File: config.mk
export PLATFORM = sky130hd
export DESIGN_NAME = instr_fetch_unit
export DESIGN_NICKNAME = d
export VERILOG_FILES = /design/src/rtl/instr_fetch_unit_pkg.sv /design/src/rtl/instr_dec.sv /design/src/rtl/instr_fetch_unit.sv
export SDC_FILE = /design/constraint.sdc
export NUM_CORES = 1
export LEC_CHECK = 0
export BUFFER_PORTS_ARGS = -buffer_cell sky130_fd_sc_hd__buf_2
export CAP_MARGIN = 25
export CORE_UTILIZATION = 40
export CTS_CLUSTER_SIZE = 40
export DETAILED_ROUTE_END_ITERATION = 10
export MAX_ROUTING_LAYER = met4
export PLACE_DENSITY = 0.77
export SKIP_CTS_REPAIR_TIMING = 1
export SYNTH_ARGS = -nofsm -noshare
export SYNTH_HDL_FRONTEND = slang
export SYNTH_SLANG_ARGS = --single-unit
File: constraint.sdc
create_clock -name clk -period 2.3 [get_ports clk]
set_clock_uncertainty 0.1 [all_clocks]
set_input_delay 0.115 -clock clk [delete_from_list [all_inputs] [get_ports clk]]
set_output_delay 0.115 -clock clk [all_outputs]
set_load 0.02 [all_outputs]
File: src/rtl/instr_fetch_unit_pkg.sv
// rtl/instr_fetch_unit_pkg.sv - shared encodings for the instruction fetch unit
package instr_fetch_unit_pkg;

  typedef enum logic [1:0] {
    MNONE  = 2'b00,
    MREAD  = 2'b01,
    MWRITE = 2'b10
  } mem_cmd_e;

  localparam logic [2:0] OP_MOV  = 3'b110;
  localparam logic [2:0] OP_ALU  = 3'b101;
  localparam logic [2:0] OP_LDR  = 3'b011;
  localparam logic [2:0] OP_STR  = 3'b100;
  localparam logic [2:0] OP_HALT = 3'b111;

  localparam int NSEL_RN = 2;
  localparam int NSEL_RD = 1;
  localparam int NSEL_RM = 0;

endpackage

File: src/rtl/instr_dec.sv
// rtl/instr_dec.sv - combinational instruction field decode and register select
module instr_dec
  import instr_fetch_unit_pkg::*;
(
  input  logic [15:0] ir,
  input  logic [2:0]  nsel,
  output logic [2:0]  opcode,
  output logic [1:0]  op,
  output logic [2:0]  readnum,
  output logic [2:0]  writenum,
  output logic [1:0]  shift,
  output logic [15:0] sximm5,
  output logic [15:0] sximm8
);

  logic [2:0] rn, rd, rm, reg_sel;
  logic       is_mem_op;

  assign opcode = ir[15:13];
  assign op     = ir[12:11];
  assign rn     = ir[10:8];
  assign rd     = ir[7:5];
  assign rm     = ir[2:0];

  // Loads and stores reuse IR[4:3] as offset bits, so the shifter must stay idle.
  assign is_mem_op = (opcode == OP_LDR) || (opcode == OP_STR);
  assign shift     = is_mem_op ? 2'b00 : ir[4:3];

  assign sximm5 = {{11{ir[4]}}, ir[4:0]};
  assign sximm8 = {{8{ir[7]}}, ir[7:0]};

  assign reg_sel = (rn & {3{nsel[NSEL_RN]}})
                 | (rd & {3{nsel[NSEL_RD]}})
                 | (rm & {3{nsel[NSEL_RM]}});

  assign readnum  = reg_sel;
  assign writenum = reg_sel;

endmodule

File: src/rtl/instr_fetch_unit.sv
// rtl/instr_fetch_unit.sv - PC, IR and data address registers with memory interface
module instr_fetch_unit
  import instr_fetch_unit_pkg::*;
#(
  parameter int PC_W      = 9,
  parameter int MEM_WORDS = 256
) (
  input  logic            clk,
  input  logic            reset,
  input  logic            reset_pc,
  input  logic            load_pc,
  input  logic            load_ir,
  input  logic            load_addr,
  input  logic            addr_sel,
  input  logic [1:0]      mem_cmd,
  input  logic [2:0]      nsel,
  input  logic [15:0]     datapath_out,
  input  logic [15:0]     read_data,
  output logic [PC_W-1:0] mem_addr,
  output logic            mem_write,
  output logic            mem_read,
  output logic [15:0]     write_data,
  output logic            mem_err,
  output logic [PC_W-1:0] pc,
  output logic [2:0]      opcode,
  output logic [1:0]      op,
  output logic [2:0]      readnum,
  output logic [2:0]      writenum,
  output logic [1:0]      shift,
  output logic [15:0]     sximm5,
  output logic [15:0]     sximm8
);

  // One extra bit so MEM_WORDS == 2**PC_W still compares correctly.
  localparam logic [PC_W:0] MEM_LIMIT = MEM_WORDS[PC_W:0];

  logic [PC_W-1:0] pc_q;
  logic [15:0]     ir_q;
  logic [PC_W-1:0] addr_q;
  logic            in_range;

  always_ff @(posedge clk) begin
    if (reset) begin
      pc_q   <= '0;
      ir_q   <= '0;
      addr_q <= '0;
    end else begin
      if (load_pc)   pc_q   <= reset_pc ? '0 : pc_q + PC_W'(1);
      if (load_ir)   ir_q   <= read_data;
      if (load_addr) addr_q <= datapath_out[PC_W-1:0];
    end
  end

  assign pc         = pc_q;
  assign mem_addr   = addr_sel ? pc_q : addr_q;
  assign write_data = datapath_out;

  assign in_range  = {1'b0, mem_addr} < MEM_LIMIT;
  assign mem_read  = (mem_cmd == MREAD)  &&  in_range;
  assign mem_write = (mem_cmd == MWRITE) &&  in_range;
  assign mem_err   = ((mem_cmd == MREAD) || (mem_cmd == MWRITE)) && !in_range;

  instr_dec u_dec (
    .ir       (ir_q),
    .nsel     (nsel),
    .opcode   (opcode),
    .op       (op),
    .readnum  (readnum),
    .writenum (writenum),
    .shift    (shift),
    .sximm5   (sximm5),
    .sximm8   (sximm8)
  );

endmodule

==> report_table.html <==
<table>
<tr><th>Metric</th><th>Value</th></tr>
<tr><th colspan="2">Floorplanning</th></tr>
<tr><td>Die outline width</td><td>between 70 and 80 um</td></tr>
<tr><td># rows</td><td>24</td></tr>
<tr><td>I/O pin count</td><td>~130</td></tr>
<tr><td>Initial Util</td><td>42.93%</td></tr>
<tr><td>Die height</td><td>about 71 um</td></tr>
<tr><td>Floorplan die area</td><td>about 0.0051 mm2</td></tr>
<tr><td>Area of the core</td><td>0.004474 mm2</td></tr>
<tr><th colspan="2">Critical path</th></tr>
<tr><td>Slowest cell on the critical path</td><td>sky130_fd_sc_hd__or4_1</td></tr>
<tr><td>Data arrival at the endpoint of the critical path</td><td>roughly 1600 ps</td></tr>
<tr><td>Minimum setup slack among reg-to-reg paths</td><td>810 ps</td></tr>
<tr><td>Buffers &amp; Inverters on Critical Path</td><td>0</td></tr>
<tr><td>Setup crit end kind</td><td>flop</td></tr>
<tr><td>CP cell instances</td><td>nand4_1, or4_1, nand2_1</td></tr>
<tr><td>Worst reg2reg path depth</td><td>3</td></tr>
<tr><td>R2r endpoint</td><td>pc[7]$_SDFFE_PP0P_</td></tr>
<tr><td>Startpoint type of the worst setup path</td><td>flop</td></tr>
<tr><td>CP delay by family, top</td><td>simple AND/OR/NAND/NOR gates</td></tr>
<tr><td>Delay contributed by the slowest stage of the critical path</td><td>540 ps</td></tr>
<tr><td>Required time of the critical path</td><td>between 2000 and 2500 ps</td></tr>
<tr><td>Critical path class</td><td>flop to flop</td></tr>
<tr><td>Startpoint of the lowest-slack register-to-register path</td><td>pc[2]$_SDFFE_PP0P_</td></tr>
<tr><td>Worst Path Max Fanout</td><td>8</td></tr>
<tr><th colspan="2">Drt</th></tr>
<tr><td>Post-detailed-route wirelength per cell</td><td>between 10 and 15 um</td></tr>
<tr><td>Iter 0 DRT Violations</td><td>65</td></tr>
<tr><td>DRC violation count after routing</td><td>12</td></tr>
<tr><td>Remaining number of nets flagged by the antenna check after routing</td><td>0</td></tr>
<tr><td>Total wire length</td><td>around 4200 um</td></tr>
<tr><td>Ratio of routed vias to standard cells</td><td>about 4.8</td></tr>
<tr><td>Count of TritonRoute iterations in the first routing pass</td><td>8</td></tr>
<tr><td>Via count</td><td>approximately 1600</td></tr>
<tr><th colspan="2">Timing</th></tr>
<tr><td>Period utilization</td><td>between 60% and 70%</td></tr>
<tr><td>Hold Vio Cnt, Final</td><td>6</td></tr>
<tr><td>Top achievable clock speed</td><td>about 670 MHz</td></tr>
<tr><td>Relative slew margins</td><td>between 60% and 70%</td></tr>
<tr><td>Worst hold margin</td><td>-19.24 ps</td></tr>
<tr><td>RSZ-0062 raised after global routing</td><td>false</td></tr>
<tr><td>Aggregate negative setup slack</td><td>0 ps</td></tr>
<tr><td>Clock period minus final worst setup slack</td><td>around 1500 ps</td></tr>
<tr><td>Finish-stage setup viols</td><td>0</td></tr>
<tr><td>Pin slew with the least headroom to its limit</td><td>about 530 ps</td></tr>
<tr><td>Final count of pins violating max slew</td><td>0</td></tr>
<tr><th colspan="2">Yosys</th></tr>
<tr><td>Post-synthesis sequential area ratio</td><td>roughly 35%</td></tr>
<tr><td>Mean area per synthesized cell</td><td>roughly 9 um2</td></tr>
<tr><td>Share of the synthesized area in the top cell type</td><td>about 35%</td></tr>
<tr><td>Cell type with the highest aggregate area in the netlist</td><td>sky130_fd_sc_hd__dfxtp_1</td></tr>
<tr><td>Synthesis Warnings</td><td>0</td></tr>
<tr><td>FF+latch count, synth</td><td>34</td></tr>
<tr><td>Count of distinct cell types in the synthesized netlist</td><td>25</td></tr>
<tr><td>Cell count after synthesis</td><td>about 210</td></tr>
<tr><td>Net count after synthesis</td><td>258</td></tr>
<tr><td>Post-Syn Area</td><td>about 0.0019 mm2</td></tr>
<tr><td>Leading post-synthesis cells by cell area</td><td>sky130_fd_sc_hd__dfxtp_1 35%, sky130_fd_sc_hd__buf_4 22%, sky130_fd_sc_hd__mux2i_1 14%</td></tr>
<tr><th colspan="2">Global route</th></tr>
<tr><td>Grt ovf</td><td>0</td></tr>
<tr><td>Maximum number of pins on one net before global-route repair</td><td>30</td></tr>
<tr><td>Number of global-route vias before repair</td><td>around 1300</td></tr>
<tr><td>Global-route wire length before repair</td><td>slightly below 6000 um</td></tr>
<tr><td>Aggregate global-route resource usage</td><td>roughly 16%</td></tr>
<tr><td>Initial antenna violation count</td><td>0</td></tr>
<tr><th colspan="2">Cells and area</th></tr>
<tr><td>Final Core Density</td><td>about 53%</td></tr>
<tr><td>Nets</td><td>330</td></tr>
<tr><td>Inserted Diodes</td><td>0</td></tr>
<tr><td>Area growth from synthesis to layout</td><td>22.35%</td></tr>
<tr><td>Fraction of layout cells with a size suffix above 1</td><td>about 44%</td></tr>
<tr><td>Most common library cell in the layout ignoring fill and taps</td><td>sky130_fd_sc_hd__buf_2</td></tr>
<tr><td>Most frequent cells in the layout</td><td>111 x sky130_fd_sc_hd__buf_2, 34 x sky130_fd_sc_hd__dfxtp_1, 32 x sky130_fd_sc_hd__nor2_1</td></tr>
<tr><td>Post-route cell area</td><td>about 0.0023 mm2</td></tr>
<tr><th colspan="2">CTS</th></tr>
<tr><td>CTS clock-pin slew for the worst setup and hold paths</td><td>around 70 ps</td></tr>
<tr><td>Clk root buf</td><td>sky130_fd_sc_hd__clkbuf_8</td></tr>
<tr><td>Clock latency reported for the late side of the worst-skew pair</td><td>roughly 280 ps</td></tr>
<tr><td>Depth of the CTS H-tree</td><td>2</td></tr>
<tr><td>CTS tree</td><td>yes</td></tr>
<tr><td>CTS buffer count</td><td>5</td></tr>
<tr><td>Largest buffer count on any clock path</td><td>2</td></tr>
<tr><td>Clock sinks</td><td>34</td></tr>
<tr><th colspan="2">Power and ir drop</th></tr>
<tr><td>Internal cell power</td><td>around 1 mW</td></tr>
<tr><td>Sequential Power Share</td><td>about 46%</td></tr>
<tr><td>Static leakage</td><td>1.309 nW</td></tr>
<tr><td>P_sw</td><td>a little over 0.4 mW</td></tr>
<tr><td>Power share of the clock group</td><td>around 32%</td></tr>
<tr><td>Switching power share of the total</td><td>~30%</td></tr>
<tr><td>Combinational share of power</td><td>between 20% and 30%</td></tr>
<tr><td>Peak supply drop</td><td>roughly 280 uV</td></tr>
<tr><td>Power per Cell Area</td><td>between 500 and 600 mW/mm2</td></tr>
<tr><th colspan="2">Place</th></tr>
<tr><td>Cell area after placement</td><td>just over 0.002 mm2</td></tr>
<tr><td>Placer's final routability congestion estimate</td><td>~0.86</td></tr>
<tr><td>Port bufs</td><td>between 100 and 150</td></tr>
<tr><td>HPWL after detailed placement</td><td>2988 um</td></tr>
<tr><th colspan="2">Job</th></tr>
<tr><td>Max-cap violation count</td><td>0</td></tr>
<tr><th colspan="2">Min path</th></tr>
<tr><td>Hold Startpoint</td><td>read_data[12]</td></tr>
<tr><td>Terminating pin of the worst hold path</td><td>ir_q[12]$_SDFFE_PP0P_</td></tr>
<tr><td>Worst min-delay path class</td><td>input port to flop</td></tr>
<tr><td>Worst hold path cell count</td><td>3</td></tr>
<tr><th colspan="2">Status</th></tr>
<tr><td>Failing checks</td><td>DRC, hold timing</td></tr>
<tr><td>Status</td><td>finished, violations left</td></tr>
</table>
flip-flops by register name, indices dropped and copies added (netlist names):
| signal | flops |
|---|---|
| ir_q | 16 |
| addr_q | 9 |
| pc | 9 |
synth_stat cells (all sizes together):
master,n
xor2,3
o21ai,3
nand4,5
or4,1
a222oi,3
nand2b,1
nand2,4
or3,3
a21o,1
and2,4
buf,63
nand3b,1
inv,6
nor2,32
and3b,1
clkbuf,1
mux2i,27
mux2,8
dfxtp,34
ha,3
a21oi,6
o211ai,1
cells by family (layout without fill, tap and decap cells):
family | after synthesis | count (layout) | share of synthesized area, %
adder cells (fa/ha/maj) | 3 | 3 | 1.955
multiplexers | 35 | 35 | 18.76
AO/OA/AOI/OAI | 14 | 14 | 4.691
XOR/XNOR | 3 | 3 | 1.368
flip-flops | 34 | 34 | 35.44
AND/OR/NAND/NOR | 52 | 52 | 12.51
buffers and inverters | 70 | 143 | 25.28
worst register-to-register path: stages (launching register included):
cell	delay, ps
sky130_fd_sc_hd__dfxtp_1	440
sky130_fd_sc_hd__nand4_1	290
sky130_fd_sc_hd__or4_1	540
sky130_fd_sc_hd__nand2_1	70
cell type report:
type	instances	area [um2]
fillers	413	2125
multi-input cells	107	754.5
repair buffers	129	735.7
flip-flops and latches	34	680.7
clock buffers	7	86.33
well taps	52	65.06
inverters	6	22.52
clock inverters	1	5.005
power by group through the flow:
stage          combinational [mW]  sequential [mW]  clock [mW]
2_1_floorplan               0.265            0.650           0
3_3_place_gp                0.282            0.652           0
3_5_place_dp                0.285            0.653           0
4_1_cts                     0.285            0.640       0.467
5_1_grt                     0.332            0.644       0.501
6_report                    0.308            0.640       0.448
routing by layer:
layer / vias up / track usage [%] / share of wire (%)
met4: 0 / 6.889 / 1.1
met3: 6 / 5.345 / 8.6
li1: 798 / - / -
met2: 90 / 27.09 / 49
met5: - / - / 0
met1: 735 / 17.34 / 41
through the flow:
stage / setup slack [ps] / instances / power (mW)
3_5_place_dp: 836.4 / 310 / 0.9380
4_1_cts: 808.7 / 318 / 1.392
6_report: 809.7 / 336 / 1.396
3_3_place_gp: 874.6 / 310 / 0.9339
2_1_floorplan: 827.3 / 211 / 0.9152
5_1_grt: 688.8 / 336 / 1.477
worst max-delay path by stage:
stage,startpoint,end,slack (ps),cells past startpoint
floorplan,pc[0]$_SDFFE_PP0P_,pc[8]$_SDFFE_PP0P_,830,4
global placement,reset,pc[7]$_SDFFE_PP0P_,870,4
detailed placement,pc[2]$_SDFFE_PP0P_,pc[7]$_SDFFE_PP0P_,840,3
CTS,ir_q[7]$_SDFFE_PP0P_,readnum[2],810,3
global route,pc[0]$_SDFFE_PP0P_,pc[8]$_SDFFE_PP0P_,690,4
finish,pc[2]$_SDFFE_PP0P_,pc[7]$_SDFFE_PP0P_,810,3
No activity file was read; power rests on OpenSTA's default activity.
